**config.mk**
```make
export PLATFORM = sky130hd
export DESIGN_NAME = bcd_countdown_timer
export DESIGN_NICKNAME = d
export VERILOG_FILES = /design/src/rtl/timer_pkg.sv /design/src/rtl/bcd_digit_down.sv /design/src/rtl/bcd_countdown_timer.sv
export SDC_FILE = /design/constraint.sdc
export NUM_CORES = 1
export LEC_CHECK = 0
export CAP_MARGIN = 20
export CORE_ASPECT_RATIO = 1.4
export CORE_UTILIZATION = 35
export DETAILED_ROUTE_END_ITERATION = 12
export GPL_ROUTABILITY_DRIVEN = 0
export GPL_TIMING_DRIVEN = 0
export PLACE_DENSITY = 0.52
export SKIP_CTS_REPAIR_TIMING = 1
export SLEW_MARGIN = 15
export SYNTH_ARGS = -nofsm -noshare
export SYNTH_HDL_FRONTEND = slang
export SYNTH_SLANG_ARGS = --single-unit
```
**constraint.sdc**
```tcl
create_clock -name clock -period 4.7 [get_ports clock]
set_clock_uncertainty 0.15 [all_clocks]
set_input_delay 0.94 -clock clock [delete_from_list [all_inputs] [get_ports clock]]
set_output_delay 0.94 -clock clock [all_outputs]
set_load 0.03 [all_outputs]
```
**src/rtl/timer_pkg.sv**
```systemverilog
// Shared types and helpers for the BCD countdown timer.
// Holds the FSM state encoding and the BCD nibble clamp used on load.
package timer_pkg;

  typedef enum logic [1:0] {
    ST_IDLE    = 2'd0,
    ST_RUN     = 2'd1,
    ST_PAUSED  = 2'd2,
    ST_EXPIRED = 2'd3
  } state_t;

  localparam logic [3:0] BCD_MAX = 4'd9;

  // Out-of-range nibbles saturate to 9 so the counter always holds valid BCD.
  function automatic logic [3:0] bcd_clamp(input logic [3:0] nib);
    return (nib > BCD_MAX) ? BCD_MAX : nib;
  endfunction

endpackage

```
**src/rtl/bcd_digit_down.sv**
```systemverilog
// Combinational single-digit BCD decrement with borrow chain.
// A digit at 0 receiving a borrow becomes 9 and passes the borrow upward.
module bcd_digit_down
  import timer_pkg::*;
(
  input  logic [3:0] i_digit,
  input  logic       i_borrow,
  output logic [3:0] o_digit,
  output logic       o_borrow
);

  always_comb begin
    o_digit  = i_digit;
    o_borrow = 1'b0;
    if (i_borrow) begin
      if (i_digit == 4'd0) begin
        o_digit  = BCD_MAX;
        o_borrow = 1'b1;
      end else begin
        o_digit = i_digit - 4'd1;
      end
    end
  end

endmodule

```
**src/rtl/bcd_countdown_timer.sv**
```systemverilog
// N-digit BCD countdown timer with tick prescaler, run/pause/expire FSM,
// optional auto-reload, warning threshold and one-cycle expiry pulse.
module bcd_countdown_timer
  import timer_pkg::*;
#(
  parameter int NUM_DIGITS = 2,
  parameter int PRESCALE   = 1,
  parameter int WARN_LEVEL = 5
) (
  input  logic                    clock,
  input  logic                    rst,
  input  logic                    tick_en,
  input  logic                    load,
  input  logic [4*NUM_DIGITS-1:0] load_value,
  input  logic                    start,
  input  logic                    pause,
  input  logic                    auto_reload,
  output logic [4*NUM_DIGITS-1:0] digits,
  output logic                    running,
  output logic                    warn,
  output logic                    expired,
  output logic                    expire_pulse
);

  localparam int         W          = 4 * NUM_DIGITS;
  localparam logic [7:0] PRESC_LAST = 8'(PRESCALE - 1);
  localparam logic [7:0] WARN_BIN   = 8'(WARN_LEVEL);

  state_t         r_state;
  logic [W-1:0]   r_digits;
  logic [W-1:0]   r_reload;
  logic [7:0]     r_presc;
  logic           r_running;
  logic           r_warn;
  logic           r_expired;
  logic           r_pulse;

  state_t         w_state_next;
  logic [W-1:0]   w_digits_next;
  logic [W-1:0]   w_reload_next;
  logic [7:0]     w_presc_next;
  logic           w_pulse_next;
  logic           w_warn_next;

  logic [W-1:0]        w_load_clamped;
  logic [W-1:0]        w_dec;
  logic [NUM_DIGITS:0] w_borrow;
  logic                w_dec_zero;
  logic [7:0]          w_low_bin;
  logic                w_upper_zero;

  assign w_borrow[0] = 1'b1;

  generate
    for (genvar gi = 0; gi < NUM_DIGITS; gi++) begin : g_digit
      assign w_load_clamped[4*gi +: 4] = bcd_clamp(load_value[4*gi +: 4]);
      bcd_digit_down u_digit (
        .i_digit  (r_digits[4*gi +: 4]),
        .i_borrow (w_borrow[gi]),
        .o_digit  (w_dec[4*gi +: 4]),
        .o_borrow (w_borrow[gi+1])
      );
    end
  endgenerate

  // A borrow out of the top digit would mean wrapping past zero; treat it as expiry too.
  assign w_dec_zero = (w_dec == '0) || w_borrow[NUM_DIGITS];

  always_comb begin
    w_state_next  = r_state;
    w_digits_next = r_digits;
    w_reload_next = r_reload;
    w_presc_next  = r_presc;
    w_pulse_next  = 1'b0;
    if (load) begin
      w_digits_next = w_load_clamped;
      w_reload_next = w_load_clamped;
      w_presc_next  = 8'd0;
      w_state_next  = ST_IDLE;
    end else begin
      unique case (r_state)
        ST_IDLE: begin
          if (start && !pause) begin
            if (r_digits == '0) begin
              w_state_next = ST_EXPIRED;
              w_pulse_next = 1'b1;
            end else begin
              w_state_next = ST_RUN;
            end
          end
        end
        ST_RUN: begin
          if (pause) begin
            w_state_next = ST_PAUSED;
          end else if (tick_en) begin
            if (r_presc == PRESC_LAST) begin
              w_presc_next = 8'd0;
              if (w_dec_zero) begin
                w_pulse_next = 1'b1;
                // A zero reload value would spin at zero, so it expires instead.
                if (auto_reload && (r_reload != '0)) begin
                  w_digits_next = r_reload;
                end else begin
                  w_digits_next = '0;
                  w_state_next  = ST_EXPIRED;
                end
              end else begin
                w_digits_next = w_dec;
              end
            end else begin
              w_presc_next = r_presc + 8'd1;
            end
          end
        end
        ST_PAUSED: begin
          if (start && !pause) w_state_next = ST_RUN;
        end
        ST_EXPIRED: begin
        end
        default: w_state_next = ST_IDLE;
      endcase
    end
  end

  generate
    if (NUM_DIGITS >= 2) begin : g_low_two
      assign w_low_bin = 8'(w_digits_next[7:4]) * 8'd10 + 8'(w_digits_next[3:0]);
    end else begin : g_low_one
      assign w_low_bin = 8'(w_digits_next[3:0]);
    end
    if (NUM_DIGITS > 2) begin : g_upper
      assign w_upper_zero = (w_digits_next[W-1:8] == '0);
    end else begin : g_no_upper
      assign w_upper_zero = 1'b1;
    end
  endgenerate

  assign w_warn_next = (w_state_next == ST_RUN) && w_upper_zero &&
                       (w_low_bin <= WARN_BIN) && (w_digits_next != '0);

  always_ff @(posedge clock) begin
    if (rst) begin
      r_state   <= ST_IDLE;
      r_digits  <= '0;
      r_reload  <= '0;
      r_presc   <= 8'd0;
      r_running <= 1'b0;
      r_warn    <= 1'b0;
      r_expired <= 1'b0;
      r_pulse   <= 1'b0;
    end else begin
      r_state   <= w_state_next;
      r_digits  <= w_digits_next;
      r_reload  <= w_reload_next;
      r_presc   <= w_presc_next;
      r_running <= (w_state_next == ST_RUN);
      r_warn    <= w_warn_next;
      r_expired <= (w_state_next == ST_EXPIRED);
      r_pulse   <= w_pulse_next;
    end
  end

  assign digits       = r_digits;
  assign running      = r_running;
  assign warn         = r_warn;
  assign expired      = r_expired;
  assign expire_pulse = r_pulse;

endmodule

```
==> flow_summary.ini <==
[die]
start_util_pct = 36.6
die_w_um = 68.2
die_height_um = 94.6
io_pins = 27
core-area_mm2 = 0.00586
dieArea_mm2 = 0.00645
num_rows = 33

[route]
vias_per_cell = 5.54
drt_iter0_drc = 85
vias = 2004
drc = 0
routed_wl_mm = 5.72
wl_per_cell_um = 15.8
drt_pass1_iterations = 4
ant_nets = 0

[logic_synthesis]
syn_avg_cell_area_um2 = 8.25
async_flop_share_pct = 0
synthTopCellsByArea = dfxtp_1, ha_1, nor2_1, nand2_1, a21oi_1
synthFlopType = dfxtp_1
synth-seq-cells = 30
yosys.area.top_type_share_pct = 28.0
syn-cell-area_mm2 = 0.00214
synth-edff-count = 0
syn_inst = 260
synth_area_leader_cell = dfxtp_1
yosysWarnings = 0
synth_nets = 288
ys_seq_area_share_pct = 28.0
ys_types = 62

[timing]
period_minus_slack_ps = 4430
worst_pin_slew_ps = 726
finalSetupViolations = 0
clock.fmax_ghz = 0.226
slew_viol_final = 0
hold_ws_ps = 337
relSlewSlack_pct = 51.2
hold_viol = 0
rsz0062_at_grt = no
finalCritPeriodShare_pct = 94.2

[grt]
antenna_found_initial = 0
grt_max_degree = 11
met1_usage_pct = 23.4
busiest_layer = met2
grtUsageMet2_pct = 34.3
grt_pass1_wl_mm = 9.42
grt.overflow.total = 0
met3_usage_pct = 3.14
grtUsageTotal_pct = 19.4
grt_pass1_vias = 1939

[pwr]
p_per_area_mw_per_mm2 = 263
ir_drop_uv = 123
leakage_nw = 1.00
power_uw = 679

[critical_path]
worstPathRequired_ps = 4750
ff2ff_setup_slack_ps = 520
crit_fanout = 8
critical_path_class = in2reg
crit_path_end_kind = flip-flop
critPathLaunchType = primary input
arrival_ps = 4480

[clock_tree]
htree_levels = 2
clk_pin_slew_ps = 70
max-clock-path-buffers = 2
numClockSinks = 30
cts-root-buf = clkbuf_8
cts_tree = yes
clk-insertion-delay-late_ps = 280
cts_buffers = 5

[final_layout]
final_nets = 319
syn_to_final_growth_pct = 20.3
mostFrequentLayoutCells = dfxtp_1, nor2_1, nand2_1
n_antenna_cell = 0
stdcell_count = 362
layout_commonest_cell = dfxtp_1
final_util_pct = 44.0
drive_above_1_share_pct = 10.3

[placement]
portBuffers = 24
dpl.hpwl_mm = 4.51
dp_cells = 354

[outcome]
status = completed

[worst_hold_path]
hold_path.class = reg2reg

[run]
cap_violations = 0
==> cell families after synthesis <==
group | share of synthesized area (%)
AO/OA/AOI/OAI | 22.5
XOR/XNOR | 2.86
adder cells (fa/ha/maj) | 8.28
buffers and inverters | 4.08
flip-flops | 28.0
multiplexers | 3.33
AND/OR/NAND/NOR | 30.9
==> state kept, by name, indices dropped and copies added, names as in the netlist <==
| signal | flops |
|---|---|
| expire_pulse | 1 |
| running | 1 |
| r_presc | 8 |
| expired | 1 |
| r_state | 2 |
| r_reload | 8 |
| warn | 1 |
| digits | 8 |
==> final cells by class <==
cell class | count | area (um2)
Inverter | 11 | 41.3
Multi-Input combinational cell | 210 | 1470
Buffer | 9 | 46.3
Fill cell | 632 | 3280
Sequential cell | 30 | 601
Timing Repair Buffer | 24 | 240
Clock inverter | 2 | 12.5
Clock buffer | 6 | 82.6
Tap cell | 70 | 87.6
==> worst paths after layout <==
path,from,end,cells past startpoint
worst min-delay path,r_reload[1],r_reload[1],2
worst max-delay path,pause,warn,13
worst max register to register,digits[0],warn,14
worst min register to register,r_reload[1],r_reload[1],2
==> synth_stat cells, drive strengths merged, types with 3 or more instances <==
| master | number |
|---|---|
| a21boi | 4 |
| a21o | 3 |
| a21oi | 19 |
| a31oi | 3 |
| and2 | 5 |
| and3 | 3 |
| buf | 3 |
| clkbuf | 6 |
| dfxtp | 30 |
| ha | 11 |
| inv | 11 |
| mux2i | 6 |
| nand2 | 26 |
| nand2b | 4 |
| nand3 | 7 |
| nand4 | 7 |
| nor2 | 27 |
| nor2b | 8 |
| nor3 | 11 |
| nor4 | 5 |
| o2111ai | 3 |
| o21a | 3 |
| o21ai | 7 |
| o31ai | 3 |
| or3 | 4 |
| xor2 | 5 |
==> power by group <==
group	switching [mW]	internal (mW)
clock	0.104	0.118
combinational	0.104	0.0790
sequential	0.0113	0.263
total	0.219	0.460
==> worst max-delay path: stages <==
cell and delay, ps:
clkdlybuf4s50_1 480, and4bb_1 380, nand3_1 310, a31oi_1 300, a21boi_4 330, inv_1 70, ha_1 270, ha_1 240
fa_1 520, nand2b_1 170, mux2i_1 120, mux2i_1 100, nor4_2 240
==> per-layer routing <==
metal	wire, um	share of wire (%)	up-vias
met5	0	0	-
met3	117	2.0	8
met2	2960	52	31
met1	2570	45	953
met4	67	1.2	0
li1	-	-	1012
==> metrics by stage <==
step / area (um2) / TNS [ps] / worst slack (ps)
after floorplan: 2140 / 0 / 855
after global placement: 2470 / -137 / -137
after detailed placement: 2470 / -136 / -136
after CTS: 2570 / 0 / 151
after global routing: 2580 / 0 / 0.0226
final: 2580 / 0 / 274
(Power assumes the default switching activity.)
